### config.mk
export PLATFORM = sky130hd
export DESIGN_NAME = fp32_align_shift
export DESIGN_NICKNAME = d
export VERILOG_FILES = /design/src/rtl/fp32_align_shift.sv
export SDC_FILE = /design/constraint.sdc
export NUM_CORES = 1
export LEC_CHECK = 0
export BUFFER_PORTS_ARGS = -buffer_cell sky130_fd_sc_hd__clkbuf_2
export CAP_MARGIN = 30
export CORE_MARGIN = 2
export CORE_UTILIZATION = 56
export CTS_CLUSTER_DIAMETER = 30
export CTS_CLUSTER_SIZE = 8
export DETAILED_ROUTE_END_ITERATION = 10
export HOLD_SLACK_MARGIN = 0.05
export PLACE_DENSITY = 0.85
export RECOVER_POWER = 25
export SLEW_MARGIN = 20
export SYNTH_ARGS = -nofsm -noshare
export SYNTH_HDL_FRONTEND = slang
export SYNTH_SLANG_ARGS = --single-unit
### constraint.sdc
create_clock -name clk -period 5.1 [get_ports clk]
set_input_delay 1.02 -clock clk [delete_from_list [all_inputs] [get_ports clk]]
set_output_delay 1.02 -clock clk [all_outputs]
set_load 0.02 [all_outputs]
### src/rtl/fp32_align_shift.sv
// FP32 add/sub pre-alignment: orders operands by magnitude and right-shifts the smaller
// mantissa by the exponent difference (4-bit coarse / 1-bit fine steps) with sticky folding.
module fp32_align_shift (
    input  logic        clk,
    input  logic        rst_n,
    input  logic        in_valid,
    output logic        in_ready,
    input  logic [31:0] in_a,
    input  logic [31:0] in_b,
    input  logic        in_op,
    output logic        out_valid,
    input  logic        out_ready,
    output logic [32:0] out_big_m,
    output logic [32:0] out_small_m,
    output logic [7:0]  out_cexp,
    output logic        out_sign,
    output logic        out_eff_sub,
    output logic        out_special
);

    typedef enum logic [1:0] {StIdle, StCmp, StShift, StDone} state_t;

    state_t      state_q, state_d;
    logic [31:0] a_q, a_d;
    logic [31:0] b_q, b_d;
    logic        op_q, op_d;
    logic        cmp_phase_q, cmp_phase_d;
    logic [5:0]  rem_q, rem_d;
    logic [32:0] big_m_q, big_m_d;
    logic [32:0] small_m_q, small_m_d;
    logic [7:0]  cexp_q, cexp_d;
    logic        sign_q, sign_d;
    logic        eff_sub_q, eff_sub_d;
    logic        special_q, special_d;

    // Operand unpack from the captured operands
    logic [7:0]  exp_a_raw, exp_b_raw;
    logic [7:0]  exp_a_eff, exp_b_eff;
    logic [32:0] mant_a, mant_b;
    logic        a_big;
    logic [7:0]  exp_diff;
    logic [5:0]  rem_init;

    assign exp_a_raw = a_q[30:23];
    assign exp_b_raw = b_q[30:23];
    assign exp_a_eff = (exp_a_raw == 8'd0) ? 8'd1 : exp_a_raw;
    assign exp_b_eff = (exp_b_raw == 8'd0) ? 8'd1 : exp_b_raw;
    assign mant_a    = {1'b0, exp_a_raw != 8'd0, a_q[22:0], 8'h00};
    assign mant_b    = {1'b0, exp_b_raw != 8'd0, b_q[22:0], 8'h00};
    // Ties go to A, so equal magnitudes keep A's sign
    assign a_big     = (a_q[30:0] >= b_q[30:0]);
    assign exp_diff  = a_big ? (exp_a_eff - exp_b_eff) : (exp_b_eff - exp_a_eff);
    // Beyond 33 every mantissa bit is already in sticky, so clamp
    assign rem_init  = (exp_diff > 8'd33) ? 6'd33 : exp_diff[5:0];

    // Single alignment step
    logic        step_coarse;
    logic [32:0] shift_coarse, shift_fine;
    logic [5:0]  rem_step;

    assign step_coarse  = (rem_q >= 6'd4);
    assign shift_coarse = {4'b0, small_m_q[32:4]} | {32'b0, |small_m_q[3:0]};
    assign shift_fine   = {1'b0, small_m_q[32:1]} | {32'b0, small_m_q[0]};
    assign rem_step     = rem_q - (step_coarse ? 6'd4 : 6'd1);

    always_comb begin
        state_d     = state_q;
        a_d         = a_q;
        b_d         = b_q;
        op_d        = op_q;
        cmp_phase_d = cmp_phase_q;
        rem_d       = rem_q;
        big_m_d     = big_m_q;
        small_m_d   = small_m_q;
        cexp_d      = cexp_q;
        sign_d      = sign_q;
        eff_sub_d   = eff_sub_q;
        special_d   = special_q;

        case (state_q)
            StIdle: begin
                if (in_valid) begin
                    a_d         = in_a;
                    b_d         = in_b;
                    op_d        = in_op;
                    cmp_phase_d = 1'b0;
                    state_d     = StCmp;
                end
            end
            StCmp: begin
                // Phase 0 resolves the magnitude order, phase 1 dispatches on the shift count
                if (!cmp_phase_q) begin
                    big_m_d     = a_big ? mant_a : mant_b;
                    small_m_d   = a_big ? mant_b : mant_a;
                    cexp_d      = a_big ? exp_a_eff : exp_b_eff;
                    sign_d      = a_big ? a_q[31] : (b_q[31] ^ op_q);
                    eff_sub_d   = a_q[31] ^ b_q[31] ^ op_q;
                    special_d   = (exp_a_raw == 8'hFF) || (exp_b_raw == 8'hFF);
                    rem_d       = rem_init;
                    cmp_phase_d = 1'b1;
                end else if (rem_q == 6'd0) begin
                    state_d = StDone;
                end else begin
                    state_d = StShift;
                end
            end
            StShift: begin
                small_m_d = step_coarse ? shift_coarse : shift_fine;
                rem_d     = rem_step;
                if (rem_step == 6'd0) begin
                    state_d = StDone;
                end
            end
            StDone: begin
                if (out_ready) begin
                    state_d = StIdle;
                end
            end
            default: state_d = StIdle;
        endcase
    end

    always_ff @(posedge clk or negedge rst_n) begin
        if (!rst_n) begin
            state_q     <= StIdle;
            a_q         <= 32'd0;
            b_q         <= 32'd0;
            op_q        <= 1'b0;
            cmp_phase_q <= 1'b0;
            rem_q       <= 6'd0;
            big_m_q     <= 33'd0;
            small_m_q   <= 33'd0;
            cexp_q      <= 8'd0;
            sign_q      <= 1'b0;
            eff_sub_q   <= 1'b0;
            special_q   <= 1'b0;
        end else begin
            state_q     <= state_d;
            a_q         <= a_d;
            b_q         <= b_d;
            op_q        <= op_d;
            cmp_phase_q <= cmp_phase_d;
            rem_q       <= rem_d;
            big_m_q     <= big_m_d;
            small_m_q   <= small_m_d;
            cexp_q      <= cexp_d;
            sign_q      <= sign_d;
            eff_sub_q   <= eff_sub_d;
            special_q   <= special_d;
        end
    end

    assign in_ready    = (state_q == StIdle);
    assign out_valid   = (state_q == StDone);
    assign out_big_m   = big_m_q;
    assign out_small_m = small_m_q;
    assign out_cexp    = cexp_q;
    assign out_sign    = sign_q;
    assign out_eff_sub = eff_sub_q;
    assign out_special = special_q;

endmodule

==> metrics.csv, run 1 <==
metric,value,unit
max frequency,277.4,MHz
Synth cell types,53,
WHS Path Cells,2,
crit-path max cell delay,0.48,ns
area delta synth->final,16.32,%
wire length on met2,8.997,mm
Die Width,124.9,um
most common flop cell mapped by yosys,dfrtp_1,
Slowest cell on crit path,dfrtp_1,
Critical Path Stages,14,
Initial Utilization,0.5671,
top post-synthesis cells by area,"dfrtp_1 (43%), mux2_2 (9.2%), ha_1 (8.0%)",
RePlAce Congestion,0.8664,
setup total negative slack,0,ns
largest net degree at the start of global routing,102,
share of post-route cells with drive strength above 1,0.2600,
CTS Buf Count,17,
Synth Register Bits,141,
Worst Tran Pin Value,2.057,ns
synth cell count leaders,"dfrtp_1 (141), nand2_1 (141), o21ai_0 (117)",
crit path buf inv count,1,
Final Cell Area,9514,um2
CTS tree,built,
number of port buffers,137,
Final Cycle Share,0.7069,
kind of critical path,flop to flop,
vias in the first global route,6155,
Die Ht,124.9,um
DR DRC count,0,
hold_ws,0.4754,ns
critical-path cell list,nor4_1 -> nand2_1 -> nand2_1 -> ha_1 -> inv_1 -> fa_1 -> a21o_2 -> a21oi_1 -> xnor2_1 -> nor4_1 -> nor4_1 -> nor3_2 -> and3_2 -> a41oi_1,
max-slew violations,83,
Post-CTS Setup Bufs,0,
Vias per Instance,5.654,
die area,15590,um2
via count,6564,
FF-to-FF setup slack,1.49,ns
Yosys top cell area share,0.4314,
min cycle time layout,3.605,ns
std cell rows,44,
Startpoint Class,flop,
first-pass GRT wire length,31.57,mm
maximum clock insertion buffer count,2,
clk_skew,0.009093,ns
placed cell areas,8905,um2
Iteration-0 DRC Markers,500,
Crit path top cell by count,nor4_1,
I/O pin cnt,148,
initial antenna violation count,0,
Mapped Area,8179,um2
Total GRT Usage,0.2536,
setup ws final,1.495,ns
"Async S/R FF share, synth",1.000,
Yosys top cell by area,dfrtp_1,
CORE AREA,14420,um2
R2R cell count,14,
maximum capacitance violations,1,
final hold violation count,0,
status,"finished, violations left",
worst skew pair latency,0.42,ns
CTS root buffer,clkbuf_16,
"EDFF count, synth",0,
iteration count of the initial detailed-routing pass,4,
post-cts resize count,0,
hold buffer count at CTS,0,
# diodes,0,
sequential fraction of the synthesis area,0.4314,
Ys Warns,0,
GRT overflow,0,
met3 wire length,1.115,mm
CP Capture Type,flop,
Slew Limit Headroom,-0.3713,
DR WL/cell,16.79,um
Sink Count,141,
Hold Path Class,flop to flop,
antenna-violating nets left,0,
Gate Count Post-Synth,855,
"Max FO, Critical Path",8,
Worst-path clk slew,0.06,ns
Worst EP arrival,3.87,ns
# nets final,1087,
RSZ-0062 raised after global routing,no,
worst slack at placement,1.530,ns
WL final,19.50,mm
final setup fails,0,
Post-DP HPWL,13.83,mm
WP data required,5.36,ns
DRT met1 WL,9.049,mm
Worst path top cell family by delay,simple AND/OR/NAND/NOR gates,
H-tree levels,4,
failing checks,"max-capacitance violations, max-slew violations",
Max Used Layer,met4,
syn avg cell area,9.566,um2
==> cells in the final DEF, fill, tap and decap left out, types with 3 or more instances in the layout <==
cell type	count
dfrtp_1	141
nand2_1	140
clkbuf_2	137
o21ai_0	116
mux2_2	67
inv_1	56
mux2i_1	51
ha_1	51
nand3_1	26
a21oi_1	25
nor2_1	21
clkbuf_16	17
xor2_1	11
conb_1	10
nand4_1	9
xnor2_1	7
buf_4	7
nor4_1	6
o21bai_1	5
o22ai_1	5
a211oi_1	4
a31oi_1	4
clkbuf_1	4
clkinv_2	4
a221oi_1	3
o21ai_1	3
bufinv_16	3
clkinvlp_4	3
==> cell families (layout without fill, tap and decap cells) <==
logic type      Yosys count  count (layout)  share of synthesized area
fa+ha+maj                54              54                    0.08444
compound gates          180             180                     0.1241
flops                   141             141                     0.4314
xor+xnor                 18              18                    0.01927
buf+inv                 122             235                    0.06593
other cells               1              10                  0.0004585
mux                     118             118                     0.1547
simple gates            221             221                     0.1198
==> through the flow <==
step                      instances  utilization
after global placement         1126       0.6155
after floorplan                 864            -
after CTS                      1159       0.6584
after detailed placement       1127       0.6174
final                          1161       0.6596
after global routing           1161       0.6596
==> state kept, by name (all words and copies together) (netlist names) <==
signal and cells:
out_cexp 8, out_small_m 32, out_special 1, out_eff_sub 1, a_q 32, cmp_phase_q 1, out_big_m 24, rem_q 6
out_sign 1, op_q 1, state_q 2, b_q 32
==> tightest hold or removal path, stage by stage (launching register included) <==
cell and delay, ns:
dfrtp_1 0.33, nand2_1 0.05, o21ai_0 0.06
==> routing by layer <==
metal  vias to the layer above  global-route usage
met3                        29             0.04940
met4                         0             0.07712
met5                         -                   0
met1                      3169              0.3690
met2                       228              0.3877
li1                       3138                   -
==> path summary, 6_finish.rpt <==
check,start,endpoint
max reg2reg,b_q[24],rem_q[0]
min,out_big_m[30],out_big_m[30]
max in group asynchronous,rst_n,out_big_m[30]
min reg2reg,out_big_m[30],out_big_m[30]
min in group asynchronous,rst_n,out_big_m[13]
max,b_q[24],rem_q[0]
==> final cells by class <==
type,instances,area [um2]
fillers,1126,4910
multi-input cells,601,4164
flip-flops and latches,141,3528
repair buffers,147,789.5
clock buffers,21,450.4
well taps,184,230.2
inverters,56,210.2
clock inverters,11,141.4
Power of run 1 is left out: the tool's default activity adds up to more than one toggle a clock period on the data nets, which glitch-free logic cannot reach.
==> inputs of run 2 (changes only) <==
==> constraint.sdc (replaced) <==
create_clock -name clk -period 3.33 [get_ports clk]
set_input_delay 0.666 -clock clk [delete_from_list [all_inputs] [get_ports clk]]
set_output_delay 0.666 -clock clk [all_outputs]
set_load 0.02 [all_outputs]
==> metrics.csv, run 2 (same netlist as run 1, synthesis figures left out) <==
metric,value,unit
CORE AREA,14420,um2
largest net degree at the start of global routing,78,
Worst EP arrival,3.53,ns
DR DRC count,0,
status,"finished, violations left",
Die Width,124.9,um
first-pass GRT wire length,32.89,mm
iteration count of the initial detailed-routing pass,7,
Worst-path clk slew,0.06,ns
Slowest cell on crit path,dfrtp_1,
Total GRT Usage,0.2653,
H-tree levels,4,
share of post-route cells with drive strength above 1,0.2924,
initial antenna violation count,0,
vias in the first global route,6485,
Die Ht,124.9,um
via count,6714,
RePlAce Congestion,0.8424,
min cycle time layout,3.254,ns
CTS tree,built,
"Max FO, Critical Path",3,
worst skew pair latency,0.44,ns
number of port buffers,137,
die area,15590,um2
Initial Utilization,0.5671,
# nets final,1112,
CP Capture Type,flop,
maximum clock insertion buffer count,2,
Iteration-0 DRC Markers,552,
hold buffer count at CTS,0,
setup total negative slack,0,ns
std cell rows,44,
crit-path max cell delay,0.41,ns
CTS Buf Count,17,
Startpoint Class,flop,
most frequent cells in the layout,"dfrtp_1 (141), nand2_1 (139), clkbuf_2 (137)",
Post-DP HPWL,14.45,mm
Final Cell Area,9833,um2
maximum capacitance violations,1,
# diodes,0,
clk_skew,0.01001,ns
critical-path cell list,nor4_2 -> nand2_1 -> nand2_2 -> ha_1 -> inv_1 -> fa_2 -> a21o_2 -> a21oi_2 -> xnor2_1 -> nor4_2 -> nor3_2 -> nor3_2 -> and3_2 -> a41oi_1,
Worst Tran Pin Value,1.939,ns
I/O pin cnt,148,
filler cell count,1088,
final hold violation count,0,
CTS root buffer,clkbuf_16,
WL final,20.57,mm
final setup fails,0,
failing checks,"max-capacitance violations, max-slew violations",
Sink Count,141,
Vias per Instance,5.661,
placed cell areas,9110,um2
area delta synth->final,20.22,%
worst slack at placement,-0.07769,ns
Slew Limit Headroom,-0.2929,
DR WL/cell,17.35,um
WP data required,3.60,ns
Hold Path Class,input pin to flop,
max frequency,307.3,MHz
setup ws final,0.07614,ns
GRT overflow,0,
"most common cell after layout, fill and taps aside",dfrtp_1,
max-slew violations,78,
antenna-violating nets left,0,
kind of critical path,flop to flop,
Final Cycle Share,0.9771,
==> run 2: layer usage <==
metal | GRT usage | wire length, um | vias up | part of all wire
met5 | 0 | 0 | - | 0
met3 | 0.05842 | 1213 | 37 | 0.059
met2 | 0.4253 | 9875 | 218 | 0.48
met4 | 0.09216 | 456 | 0 | 0.022
li1 | - | - | 3197 | -
met1 | 0.3593 | 9025 | 3262 | 0.44
==> run 2: worst max-delay path, delay by kind of cell (launching register included) <==
kind	cells	cell delay [ns]
compound gates	3	0.50
fa+ha+maj	2	0.51
flops	1	0.41
simple gates	7	1.52
xor+xnor	1	0.10
buf+inv	1	0.06
==> run 2: path summary, 6_finish.rpt <==
| path | slack [ns] | cells past startpoint | from | endpoint |
|---|---|---|---|---|
| setup / recovery | 0.08 | 14 | b_q[27] | rem_q[0] |
| hold / removal | 0.46 | 2 | in_b[2] | b_q[2] |
| setup reg to reg | 0.08 | 14 | b_q[27] | rem_q[0] |
| hold reg to reg | 0.48 | 2 | out_big_m[30] | out_big_m[30] |
| max in group asynchronous | 1.03 | 2 | rst_n | b_q[31] |
| min in group asynchronous | 0.77 | 1 | rst_n | out_big_m[14] |
==> run 2: layout make-up <==
cell class                 instances  area (um2)  area share
sequential                       141        3528      0.3588
clock buffer                      23       498.0     0.05064
clock inverter                     9       131.4     0.01336
tap                              184       230.2     0.02341
timing repair buffer             172        1002      0.1019
multi-input combinational        601        4233      0.4305
inverter                          56       210.2     0.02138
==> run 2: through the flow <==
stage,utilization,instances,hold slack [ns]
after floorplan,-,864,0.3704
after global placement,0.6316,1152,0.4615
after detailed placement,0.6316,1152,0.4722
after CTS,0.6767,1184,0.2805
after global routing,0.6817,1186,0.4630
final,0.6817,1186,0.4569
==> run 2: timing repair <==
item | 4_1_cts | 5_1_grt
resized for setup | 3 | 10
setup buffers | 0 | 1
pin swaps | 0 | 4
setup endpoints to repair | 5 | 5
hold endpoints to repair | 0 | 0
gates cloned | 0 | 0
Power of run 2 is left out for the same reason.
